--- config.mk ---
export PLATFORM = sky130hd
export DESIGN_NAME = mem_port_arbiter
export DESIGN_NICKNAME = d
export VERILOG_FILES = /design/src/rtl/mem_port_arbiter.sv
export SDC_FILE = /design/constraint.sdc
export NUM_CORES = 1
export LEC_CHECK = 0
export CAP_MARGIN = 10
export CORE_MARGIN = 10
export CORE_UTILIZATION = 45
export CTS_CLUSTER_DIAMETER = 80
export DETAILED_ROUTE_END_ITERATION = 7
export DONT_BUFFER_PORTS = 1
export PLACE_DENSITY = 0.59
export SYNTH_ARGS = -nofsm -noshare
export SYNTH_HDL_FRONTEND = slang
export SYNTH_SLANG_ARGS = --single-unit
--- constraint.sdc ---
create_clock -name clk -period 5 [get_ports clk]
set_clock_uncertainty 0.2 [all_clocks]
set_input_delay 1.5 -clock clk [delete_from_list [all_inputs] [get_ports clk]]
set_output_delay 1.5 -clock clk [all_outputs]
set_load 0.05 [all_outputs]
--- src/rtl/mem_port_arbiter.sv ---
// Shares one memory port between the instruction-fetch and data requesters.
// Three-state FSM (IDLE/ISSUE/RESP); data has priority, a starvation counter forces fetch progress.
`ifndef WORD_WIDTH
`define WORD_WIDTH 32
`endif

module mem_port_arbiter #(
  parameter int W            = `WORD_WIDTH,
  parameter int STARVE_LIMIT = 4,
  parameter int CNT_W        = 3
) (
  input  logic         clk,
  input  logic         rst,
  input  logic         i_req,
  input  logic [W-1:0] i_addr,
  output logic         i_ack,
  output logic [W-1:0] i_rdata,
  input  logic         d_req,
  input  logic         d_we,
  input  logic [W-1:0] d_addr,
  input  logic [W-1:0] d_wdata,
  output logic         d_ack,
  output logic [W-1:0] d_rdata,
  output logic         mem_read_en,
  output logic [W-1:0] mem_read_addr,
  input  logic [W-1:0] mem_read_data,
  output logic         mem_write_en,
  output logic [W-1:0] mem_write_addr,
  output logic [W-1:0] mem_write_data,
  output logic         busy
);

  typedef enum logic [1:0] {IDLE, ISSUE, RESP} state_t;

  localparam logic [CNT_W-1:0] LIMIT = CNT_W'(STARVE_LIMIT);

  state_t           state, nxt;
  logic             gnt_i, gnt_d;
  logic             own_i, we_q;
  logic [CNT_W-1:0] starve_cnt;
  logic [W-1:0]     i_rdata_q, d_rdata_q;

  always_ff @(posedge clk) begin
    if (rst) state <= IDLE;
    else     state <= nxt;
  end

  always_comb begin
    nxt   = state;
    gnt_d = 1'b0;
    gnt_i = 1'b0;
    case (state)
      IDLE: begin
        // Data wins ties unless fetch has already lost STARVE_LIMIT times in a row.
        gnt_d = d_req && !(i_req && starve_cnt == LIMIT);
        gnt_i = i_req && !gnt_d;
        if (gnt_d || gnt_i) nxt = ISSUE;
      end
      ISSUE:   nxt = RESP;
      RESP:    nxt = IDLE;
      default: nxt = IDLE;
    endcase
  end

  always_ff @(posedge clk) begin
    if (rst) begin
      starve_cnt     <= '0;
      own_i          <= 1'b0;
      we_q           <= 1'b0;
      mem_read_addr  <= '0;
      mem_write_addr <= '0;
      mem_write_data <= '0;
      i_rdata_q      <= '0;
      d_rdata_q      <= '0;
    end else begin
      if (state == IDLE) begin
        if (gnt_i || !i_req)               starve_cnt <= '0;
        else if (gnt_d && starve_cnt != LIMIT) starve_cnt <= starve_cnt + 1'b1;
      end
      if (gnt_i) begin
        own_i         <= 1'b1;
        we_q          <= 1'b0;
        mem_read_addr <= i_addr;
      end else if (gnt_d) begin
        own_i <= 1'b0;
        we_q  <= d_we;
        if (d_we) begin
          mem_write_addr <= d_addr;
          mem_write_data <= d_wdata;
        end else begin
          mem_read_addr <= d_addr;
        end
      end
      if (i_ack)          i_rdata_q <= mem_read_data;
      if (d_ack && !we_q) d_rdata_q <= mem_read_data;
    end
  end

  assign busy         = (state != IDLE);
  assign mem_read_en  = (state == ISSUE) && !we_q;
  assign mem_write_en = (state == ISSUE) && we_q;
  assign i_ack        = (state == RESP) && own_i;
  assign d_ack        = (state == RESP) && !own_i;
  // Read data is forwarded during the ack cycle and held in the register afterwards.
  assign i_rdata      = i_ack ? mem_read_data : i_rdata_q;
  assign d_rdata      = (d_ack && !we_q) ? mem_read_data : d_rdata_q;

endmodule

==> results.tsv, run 1 <==
stage	metric	value	unit
die	die_height	146	µm
placement	dp_hpwl	15400	µm
cells_and_area	postLayoutCoreUtil	50.1	%
synth	ys_warn_count	0	
sta	finalMaxSlewViolations	0	
die	core	15400	µm²
sta	finalSetupViolCount	0	
critical_path	worstReg2RegStart	state[0]	
clock_tree	clock_latency	410	ps
sta	tightest_slew	1040	ps
detailed_routing	routedWlPerCell	24.0	µm
cells_and_area	drive_gt1_share	16.7	%
clock_tree	post_cts_buffers	0	
power_and_ir_drop	pwr_density_cell	413	nW/µm²
cells_and_area	nets	829	
sta	rsz0062_at_grt	no	
die	boundaryPins	298	
die	die_x	146	µm
die	rows	45	
synth	synth_edf_count	0	
detailed_routing	dr.pass1.iters	5	
synth	synth-seq-area-share	46.9	%
global_route	grt_max_degree	168	
synth	netlist_area	7130	µm²
critical_path	crit_cells	3	
clock_tree	clock-sinks	167	
clock_tree	root_buffer	clkbuf_16	
sta	period_share	80.8	%
synth	synth_seq_cells	167	
critical_path	crit_buf_inv	1	
placement	gp_congestion	0.780	
global_route	globalRouteOverflowTotal	0	
worst_hold_path	hold_path.class	reg2reg	
placement	io_buffer_count	0	
sta	final_hold_viol_count	0	
critical_path	cp-startpoint	state[1]	
critical_path	cpPeakStageDelay	570	ps
synth	synthFlopType	dfxtp_1	
die	start_util	46.4	%
critical_path	worstReg2RegEnd	mem_read_addr[5]	
critical_path	endpoint	d_rdata[31]	
clock_tree	cts_resized	0	
critical_path	crit_path_max_fanout	32	
detailed_routing	antenna_left	0	
power_and_ir_drop	irDropWorstVdd	221	µV
sta	timing.fmax	248	MHz
detailed_routing	avgViaCountPerCell	6.03	
cells_and_area	syn_to_final_growth	7.97	%
critical_path	worstSetupStartpointType	flop	
clock_tree	hold_buffers	0	
critical_path	critical_path.top_delay_family	flip-flops	
global_route	grtUsageTotal	19.7	%
clock_tree	path_clk_slew	60	ps
critical_path	arrival	2340	ps
clock_tree	cts_buffers	17	
sta	slew_headroom	30.4	%
critical_path	crit_path_end_kind	primary output	
critical_path	ff2ff_path_depth	4	
power_and_ir_drop	leakagePower	2.81	nW
synth	ys_async_sr_fraction	0	%
global_route	grt_pass1_vias	5440	
clock_tree	cts_tree	built	
detailed_routing	vias	5536	
critical_path	critical_path_class	reg2out	
synth	netlist_instances	745	
cells_and_area	diodes	0	
outcome	status	finished clean	
critical_path	cp_slowest_cell	dfxtp_1	
global_route	grt_pass1_wl	33600	µm
detailed_routing	drcViolationCount	0	
critical_path	path_cells	nor4b_4, buf_4, mux2_2	
critical_path	worstPathRequired	3300	ps
sta	fin_setup_tns	0	ps
global_route	antenna_found_initial	0	
clock_tree	clockBufferDepth	2	
sta	period_minus_slack	4040	ps
synth	synth_cell_type_count	37	
synth	syn_nets	880	
detailed_routing	drt_wl_total	22000	µm
job	maxCapViolCount	0	
synth	avgSynthCellArea	9.57	µm²
critical_path	ff2ff_setup_slack	2030	ps
die	die-area	21300	µm²
clock_tree	h-tree-depth	4	
detailed_routing	drt_iter0_drc	380	
worst min-delay path by stage:
stage,slack (ps),cells past startpoint,startpoint,to
2_1_floorplan,250,2,starve_cnt[1],starve_cnt[1]
3_3_place_gp,250,2,starve_cnt[1],starve_cnt[1]
3_5_place_dp,260,2,starve_cnt[1],starve_cnt[1]
4_1_cts,270,2,starve_cnt[1],starve_cnt[1]
5_1_grt,300,2,starve_cnt[1],starve_cnt[1]
6_report,270,2,starve_cnt[1],starve_cnt[1]
registers in the layout, summed over array words and instances (netlist names):
register	count
we_q	1
mem_write_data	32
mem_read_addr	32
own_i	1
starve_cnt	3
mem_write_addr	32
i_rdata_q	32
state	2
d_rdata_q	32
placed cells by master, fill, tap and decap left out:
| cell | instances |
|---|---|
| or2b_1 | 1 |
| nand4bb_2 | 1 |
| clkinv_4 | 4 |
| nand3_2 | 1 |
| a31oi_4 | 1 |
| and4bb_2 | 1 |
| nand3b_1 | 1 |
| a21bo_2 | 1 |
| o21ai_0 | 99 |
| a21boi_2 | 1 |
| a21oi_1 | 70 |
| and2b_1 | 30 |
| ha_1 | 2 |
| mux2_4 | 30 |
| nand4_1 | 2 |
| buf_4 | 11 |
| nor4bb_1 | 1 |
| nand3_1 | 97 |
| nor3b_2 | 1 |
| nor2b_1 | 35 |
| nand2b_1 | 2 |
| a311oi_1 | 32 |
| clkbuf_16 | 17 |
| nor3b_4 | 1 |
| nor3_1 | 1 |
| nor4b_4 | 2 |
| clkinv_1 | 1 |
| inv_1 | 6 |
| dfxtp_1 | 167 |
| nand2_1 | 4 |
| and3_2 | 1 |
| inv_8 | 1 |
| mux2_2 | 34 |
| a211o_1 | 1 |
| clkbuf_8 | 3 |
| a211oi_1 | 32 |
| inv_6 | 3 |
| clkinv_2 | 4 |
| nor2_1 | 5 |
routing by layer:
layer  vias to the layer above  GRT usage (%)  routed length (µm)
li1                       2600              -                   -
met1                      2610           22.1                8300
met2                       290           30.8               10300
met3                        36           10.3                2940
met4                         0           7.94                 549
met5                         -              0                   0
cells in the mapped netlist (3+ instances only):
cell type    n  area (µm²)
a211oi_1    32         240
a311oi_1    32         280
nor2b_1     35         219
clkbuf_1    56         210
dfxtp_1    167        3340
mux2_2      34         383
o21ai_0     99         495
a21oi_1     70         350
mux2_4      30         450
nor2_1       5        18.8
inv_1        6        22.5
nand2_1      4        15.0
and2b_1     30         225
nand3_1     98         490
buf_8        3        45.0
buf_2       19        95.1
metrics by stage:
step                hold slack, ps  power (W)  setup WS, ps  instance area [µm²]  cells
floorplan                      249    0.00193          1420                 7130    745
global placement               254    0.00197          1400                 7140    886
detailed placement             264    0.00198          1400                 7140    886
CTS                            272    0.00322           917                 7690    918
global route                   296    0.00331           809                 7690    918
finish                         272    0.00317           961                 7690    918
layout make-up:
cell class,instances,area (µm²)
multi-input combinational,490,3420
timing repair buffer,11,82.6
tap,211,264
inverter,7,26.3
clock inverter,12,92.6
sequential,167,3340
fill,1439,7680
clock buffer,20,467
worst reg2reg max path: cells and delay by family (launching register included):
family,cells,cell delay (ps)
flops,1,450
simple gates,1,240
buf+inv,1,590
compound gates,2,1300
power breakdown:
part	switching, W	internal (W)	leakage (nW)
Combinational	0.000210	0.000108	1.17
Sequential	0.000232	0.00140	1.36
Clock	0.000546	0.000683	0.283
Total	0.000988	0.00219	2.81
logic make-up (layout without fill, tap and decap cells):
group                    count (synthesis)  after routing  synth area share [%]
AO/OA/AOI/OAI                          237            237                  19.7
adder cells (fa/ha/maj)                  2              2                 0.351
buffers and inverters                   88             50                  5.60
flip-flops                             167            167                  46.9
multiplexers                            64             64                  11.7
AND/OR/NAND/NOR                        187            187                  15.7
No activity file was read; power rests on OpenSTA's default activity.
==> run 2, diff against run 1 <==
ABC_AREA = 1   (was unset)
clock period = 4.1 ns   (was 5 ns; I/O delays follow)
==> run 2 against run 1 <==
Compared with the run above:
- final cell count is 57% higher
- area after synthesis rose by 7.6%
- sequential share of layout area down 4.8 points
- clock-buffer cell count is 2 lower
- cell area is 12% higher
- highest routed layer is now met5
==> results.tsv, run 2 <==
stage	metric	value	unit
outcome	status	finished clean	
clock_tree	root_buffer	clkbuf_16	
clock_tree	clockBufferDepth	2	
clock_tree	post_cts_buffers	0	
detailed_routing	routedWlPerCell	14.8	µm
clock_tree	cts_buffers	17	
critical_path	crit_path_max_fanout	65	
power_and_ir_drop	pwr-share-clk	39.7	%
sta	period_share	85.2	%
global_route	globalRouteOverflowTotal	0	
cells_and_area	syn_to_final_growth	12.7	%
detailed_routing	antenna_left	0	
die	boundaryPins	298	
power_and_ir_drop	swShare	33.3	%
sta	tightest_slew	988	ps
cells_and_area	layout_commonest_cell	nand2_1	
detailed_routing	vias	6544	
global_route	antenna_found_initial	1	
critical_path	worstSetupStartpointType	flop	
die	die_height	151	µm
placement	gp_congestion	0.863	
cells_and_area	fillCellCount	1723	
power_and_ir_drop	leakagePower	4.84	nW
sta	final_hold_viol_count	0	
cells_and_area	seq_area	3340	µm²
synth	synth-seq-area-share	43.6	%
global_route	grt_pass1_wl	32300	µm
placement	io_buffer_count	0	
global_route	grt_max_degree	81	
clock_tree	clock-sinks	167	
synth	syn_nets	1338	
placement	dp_hpwl	15200	µm
cells_and_area	nets	1339	
detailed_routing	dr.pass1.iters	4	
cells_and_area	multiInputGateArea	2990	µm²
synth	ys_warn_count	0	
clock_tree	hold_buffers	0	
clock_tree	clock_latency	410	ps
power_and_ir_drop	power.internal	0.00300	W
synth	avgSynthCellArea	6.38	µm²
sta	hold_ws	290	ps
power_and_ir_drop	pwr_density_cell	520	nW/µm²
synth	synthFlopType	dfxtp_1	
clock_tree	h-tree-depth	4	
power_and_ir_drop	seqPwrFrac	46.6	%
synth	netlist_instances	1203	
synth	synth_edf_count	0	
synth	netlist_area	7670	µm²
critical_path	worstPathRequired	2670	ps
power_and_ir_drop	combPwrFrac	13.7	%
synth	ys_async_sr_fraction	0	%
die	core	16600	µm²
sta	rsz0062_at_grt	no	
critical_path	arrival	2060	ps
die	start_util	46.1	%
synth	yosysTopAreaCell	dfxtp_1	
clock_tree	cts_resized	0	
critical_path	crit_path_end_kind	primary output	
global_route	grt_pass1_vias	5917	
synth	synth_common_cells	nand2_1 (324), inv_1 (261), nor2_1 (230), dfxtp_1 (167), a21oi_1 (37)	
synth	synth_seq_cells	167	
sta	period_minus_slack	3490	ps
sta	fin_setup_tns	0	ps
clock_tree	cts_tree	built	
cells_and_area	diodes	0	
power_and_ir_drop	total_power	0.00450	W
synth	synthTopCellsByArea	dfxtp_1 (44%), nand2_1 (16%), inv_1 (13%), nor2_1 (11%), a211oi_1 (3.1%)	
power_and_ir_drop	irDropWorstVdd	289	µV
global_route	grtUsageTotal	17.7	%
cells_and_area	drive_gt1_share	7.48	%
detailed_routing	avgViaCountPerCell	4.55	
power_and_ir_drop	p_sw	0.00150	W
synth	synth.most_common_cell	nand2_1	
sta	timing.fmax	286	MHz
detailed_routing	drt_wl_total	21200	µm
die	die_x	151	µm
critical_path	critical_path_class	reg2out	
die	rows	47	
synth	synth_top_cell_area_share	43.6	%
synth	synth_cell_type_count	24	
sta	worst_slack	606	ps
job	maxCapViolCount	0	
detailed_routing	drcViolationCount	0	
sta	finalSetupViolCount	0	
die	die-area	22700	µm²
sta	slew_headroom	33.9	%
sta	finalMaxSlewViolations	0	
worst_hold_path	hold_path.class	reg2reg	
placement	pre_cts_slack	978	ps
cells_and_area	layout_common_cells	nand2_1 (324), inv_1 (261), nor2_1 (230)	
clock_tree	path_clk_slew	60	ps
detailed_routing	drt_iter0_drc	295	
-- run 2: kinds of logic after synthesis --
kind of cell	Yosys count	synth area share [%]
buffers and inverters	328	17.5
and+or+nand+nor	601	30.6
adders and majority gates	2	0.326
DFF	167	43.6
AOI/OAI and AO/OA	105	7.91
-- run 2: critical path, cell delays in order, from the launching register on --
cell	delay [ps]
dfxtp_1	410
inv_2	90
nand3_2	60
buf_4	330
inv_2	80
buf_12	220
a21oi_1	200
buf_4	230
-- run 2: cell type report --
type                    count  area share (%)
inverters                 265            11.5
clock buffers              18            5.08
repair buffers             45            4.49
clock inverters            14            2.53
multi-input cells         708            34.6
flip-flops and latches    167            38.7
well taps                 220            3.18
-- run 2: path summary, 6_finish.rpt --
path	startpoint	end	slack [ps]	cells after the start
worst max register to register	starve_cnt[0]	mem_read_addr[3]	1700	10
worst min-delay path	starve_cnt[1]	starve_cnt[1]	290	2
worst min register to register	starve_cnt[1]	starve_cnt[1]	290	2
worst max-delay path	state[0]	i_rdata[25]	610	7
-- run 2: power by group through the flow --
stage	Sequential (W)	Combinational [W]	Clock (W)
floorplan	0.00210	0.000541	0
global placement	0.00213	0.000614	0
detailed placement	0.00214	0.000620	0
CTS	0.00210	0.000624	0.00183
global route	0.00211	0.000698	0.00190
finish	0.00210	0.000616	0.00178
-- run 2: per-layer routing --
layer / vias up / share of wire, % / global-route usage, %
met4: 2 / 1.7 / 6.03
li1: 3513 / - / -
met2: 218 / 46 / 27.2
met1: 2786 / 39 / 20.4
met5: - / 0.090 / 0
met3: 25 / 13 / 9.72
-- run 2: per-stage QoR --
step	area [µm²]	util [%]	std cells
floorplan	7670	-	1203
global placement	7990	48.0	1405
detailed placement	7990	48.0	1405
CTS	8650	52.0	1437
global route	8650	52.0	1437
finish	8650	52.0	1437
==> run 3, diff against run 2 <==
==> constraint.sdc (replaced) <==
create_clock -name clk -period 4.4 [get_ports clk]
set_clock_uncertainty 0.2 [all_clocks]
set_input_delay 1.32 -clock clk [delete_from_list [all_inputs] [get_ports clk]]
set_output_delay 1.32 -clock clk [all_outputs]
set_load 0.005 [all_outputs]
==> run 3 against run 2 <==
Compared with the run above:
- critical path type unchanged
- clock power fell by 21%
- worst hold slack worse by 5.6 ps
- die area did not move
- critical path depth fell by 2
- sequential share of layout area grew 2.0 points
==> results.tsv, run 3 (same netlist as run 2, synthesis figures left out) <==
stage	metric	value	unit
outcome	status	finished clean	
sta	final_hold_viol_count	0	
detailed_routing	antenna_left	0	
detailed_routing	drt_iter0_drc	306	
global_route	grt_pass1_vias	5719	
sta	finalSetupViolCount	0	
power_and_ir_drop	seqPwrFrac	48.5	%
clock_tree	post_cts_buffers	0	
critical_path	crit_path_end_kind	primary output	
sta	slew_headroom	23.8	%
die	core	16600	µm²
global_route	grtUsageTotal	17.4	%
critical_path	cpPeakStageDelay	620	ps
clock_tree	root_buffer	clkbuf_16	
die	boundaryPins	298	
placement	gp_congestion	0.839	
die	rows	47	
die	die_height	151	µm
placement	place_area	7670	µm²
clock_tree	clockBufferDepth	2	
sta	rsz0062_at_grt	no	
sta	fin_setup_tns	0	ps
power_and_ir_drop	power.internal	0.00256	W
critical_path	worstPathRequired	2880	ps
clock_tree	cts_resized	0	
sta	worst_slack	595	ps
critical_path	path_cells	inv_2, nor3_4, nand2_2, o21ai_0, inv_1	
global_route	antenna_found_initial	1	
detailed_routing	drcViolationCount	0	
critical_path	ff2ff_setup_slack	2040	ps
global_route	grt_pass1_wl	31400	µm
sta	finalMaxSlewViolations	0	
clock_tree	clock_latency	410	ps
cells_and_area	drive_gt1_share	4.15	%
cells_and_area	fin_area	8220	µm²
placement	io_buffer_count	0	
power_and_ir_drop	p_sw	0.000942	W
detailed_routing	dr.pass1.iters	4	
cells_and_area	syn_to_final_growth	7.18	%
power_and_ir_drop	combPwrFrac	11.5	%
clock_tree	hold_buffers	0	
die	die-area	22700	µm²
clock_tree	h-tree-depth	4	
critical_path	arrival	2280	ps
sta	period_share	86.5	%
detailed_routing	drt_wl_total	20800	µm
clock_tree	path_clk_slew	60	ps
sta	timing.fmax	263	MHz
cells_and_area	nets	1302	
detailed_routing	vias	6349	
cells_and_area	layout_common_cells	nand2_1 (324), inv_1 (261), nor2_1 (230)	
job	maxCapViolCount	0	
cells_and_area	fillCellCount	1748	
worst_hold_path	hold_path.class	reg2reg	
die	die_x	151	µm
sta	tightest_slew	1140	ps
detailed_routing	routedWlPerCell	14.9	µm
detailed_routing	avgViaCountPerCell	4.53	
critical_path	cp_slowest_cell	nand2_2	
global_route	globalRouteOverflowTotal	0	
power_and_ir_drop	swShare	26.9	%
placement	pre_cts_slack	992	ps
power_and_ir_drop	irDropWorstVdd	344	µV
power_and_ir_drop	leakagePower	4.57	nW
clock_tree	cts_tree	built	
die	start_util	46.1	%
power_and_ir_drop	pwr-share-clk	40.0	%
critical_path	crit_path_max_fanout	64	
clock_tree	cts_buffers	17	
critical_path	worstSetupStartpointType	flop	
placement	dp_hpwl	15000	µm
cells_and_area	layout_commonest_cell	nand2_1	
power_and_ir_drop	pwr_density_cell	425	nW/µm²
global_route	grt_max_degree	82	
sta	period_minus_slack	3800	ps
clock_tree	clock-sinks	167	
critical_path	critical_path_class	reg2out	
run 3: per-layer routing:
metal | vias up | wire, µm | global-route usage (%)
met1 | 2666 | 8230 | 20.2
met4 | 0 | 429 | 6.51
li1 | 3433 | - | -
met5 | - | 0 | 0
met3 | 25 | 2740 | 8.88
met2 | 225 | 9410 | 26.7
run 3: final timing paths:
check                      from                end  depth (start not counted)
setup / recovery       state[1]        d_rdata[31]                          5
hold / removal    starve_cnt[1]      starve_cnt[1]                          2
hold reg to reg   starve_cnt[1]      starve_cnt[1]                          2
setup reg to reg  starve_cnt[0]  mem_read_addr[18]                         10
run 3: critical path, delay by kind of cell, from the launching register on:
kind                   cells  cell delay, ps
and+or+nand+nor            2             810
buffers and inverters      2             190
AOI/OAI and AO/OA          1             500
DFF                        1             350
run 3: layout make-up:
| class | instances | area [µm²] | area share [%] |
|---|---|---|---|
| repair buffers | 8 | 72.6 | 0.883 |
| well taps | 220 | 275 | 3.35 |
| inverters | 265 | 995 | 12.1 |
| flip-flops and latches | 167 | 3340 | 40.7 |
| multi-input cells | 708 | 2990 | 36.3 |
| diodes | 1 | 2.50 | 0.0304 |
| clock buffers | 24 | 472 | 5.74 |
| clock inverters | 8 | 73.8 | 0.898 |
run 3: stage by stage:
step	hold WS [ps]	total power, W	std cells	util, %
floorplan	258	0.00206	1203	-
global placement	272	0.00213	1368	46.1
detailed placement	273	0.00214	1368	46.1
CTS	283	0.00355	1400	49.4
global route	340	0.00369	1401	49.4
finish	285	0.00350	1401	49.4
run 3: power groups by stage:
| stage | registers [W] | clock network [W] | logic (W) |
|---|---|---|---|
| finish | 0.00170 | 0.00140 | 0.000404 |
| global route | 0.00171 | 0.00150 | 0.000480 |
| CTS | 0.00170 | 0.00144 | 0.000411 |
| detailed placement | 0.00173 | 0 | 0.000408 |
| global placement | 0.00173 | 0 | 0.000402 |
| floorplan | 0.00170 | 0 | 0.000359 |
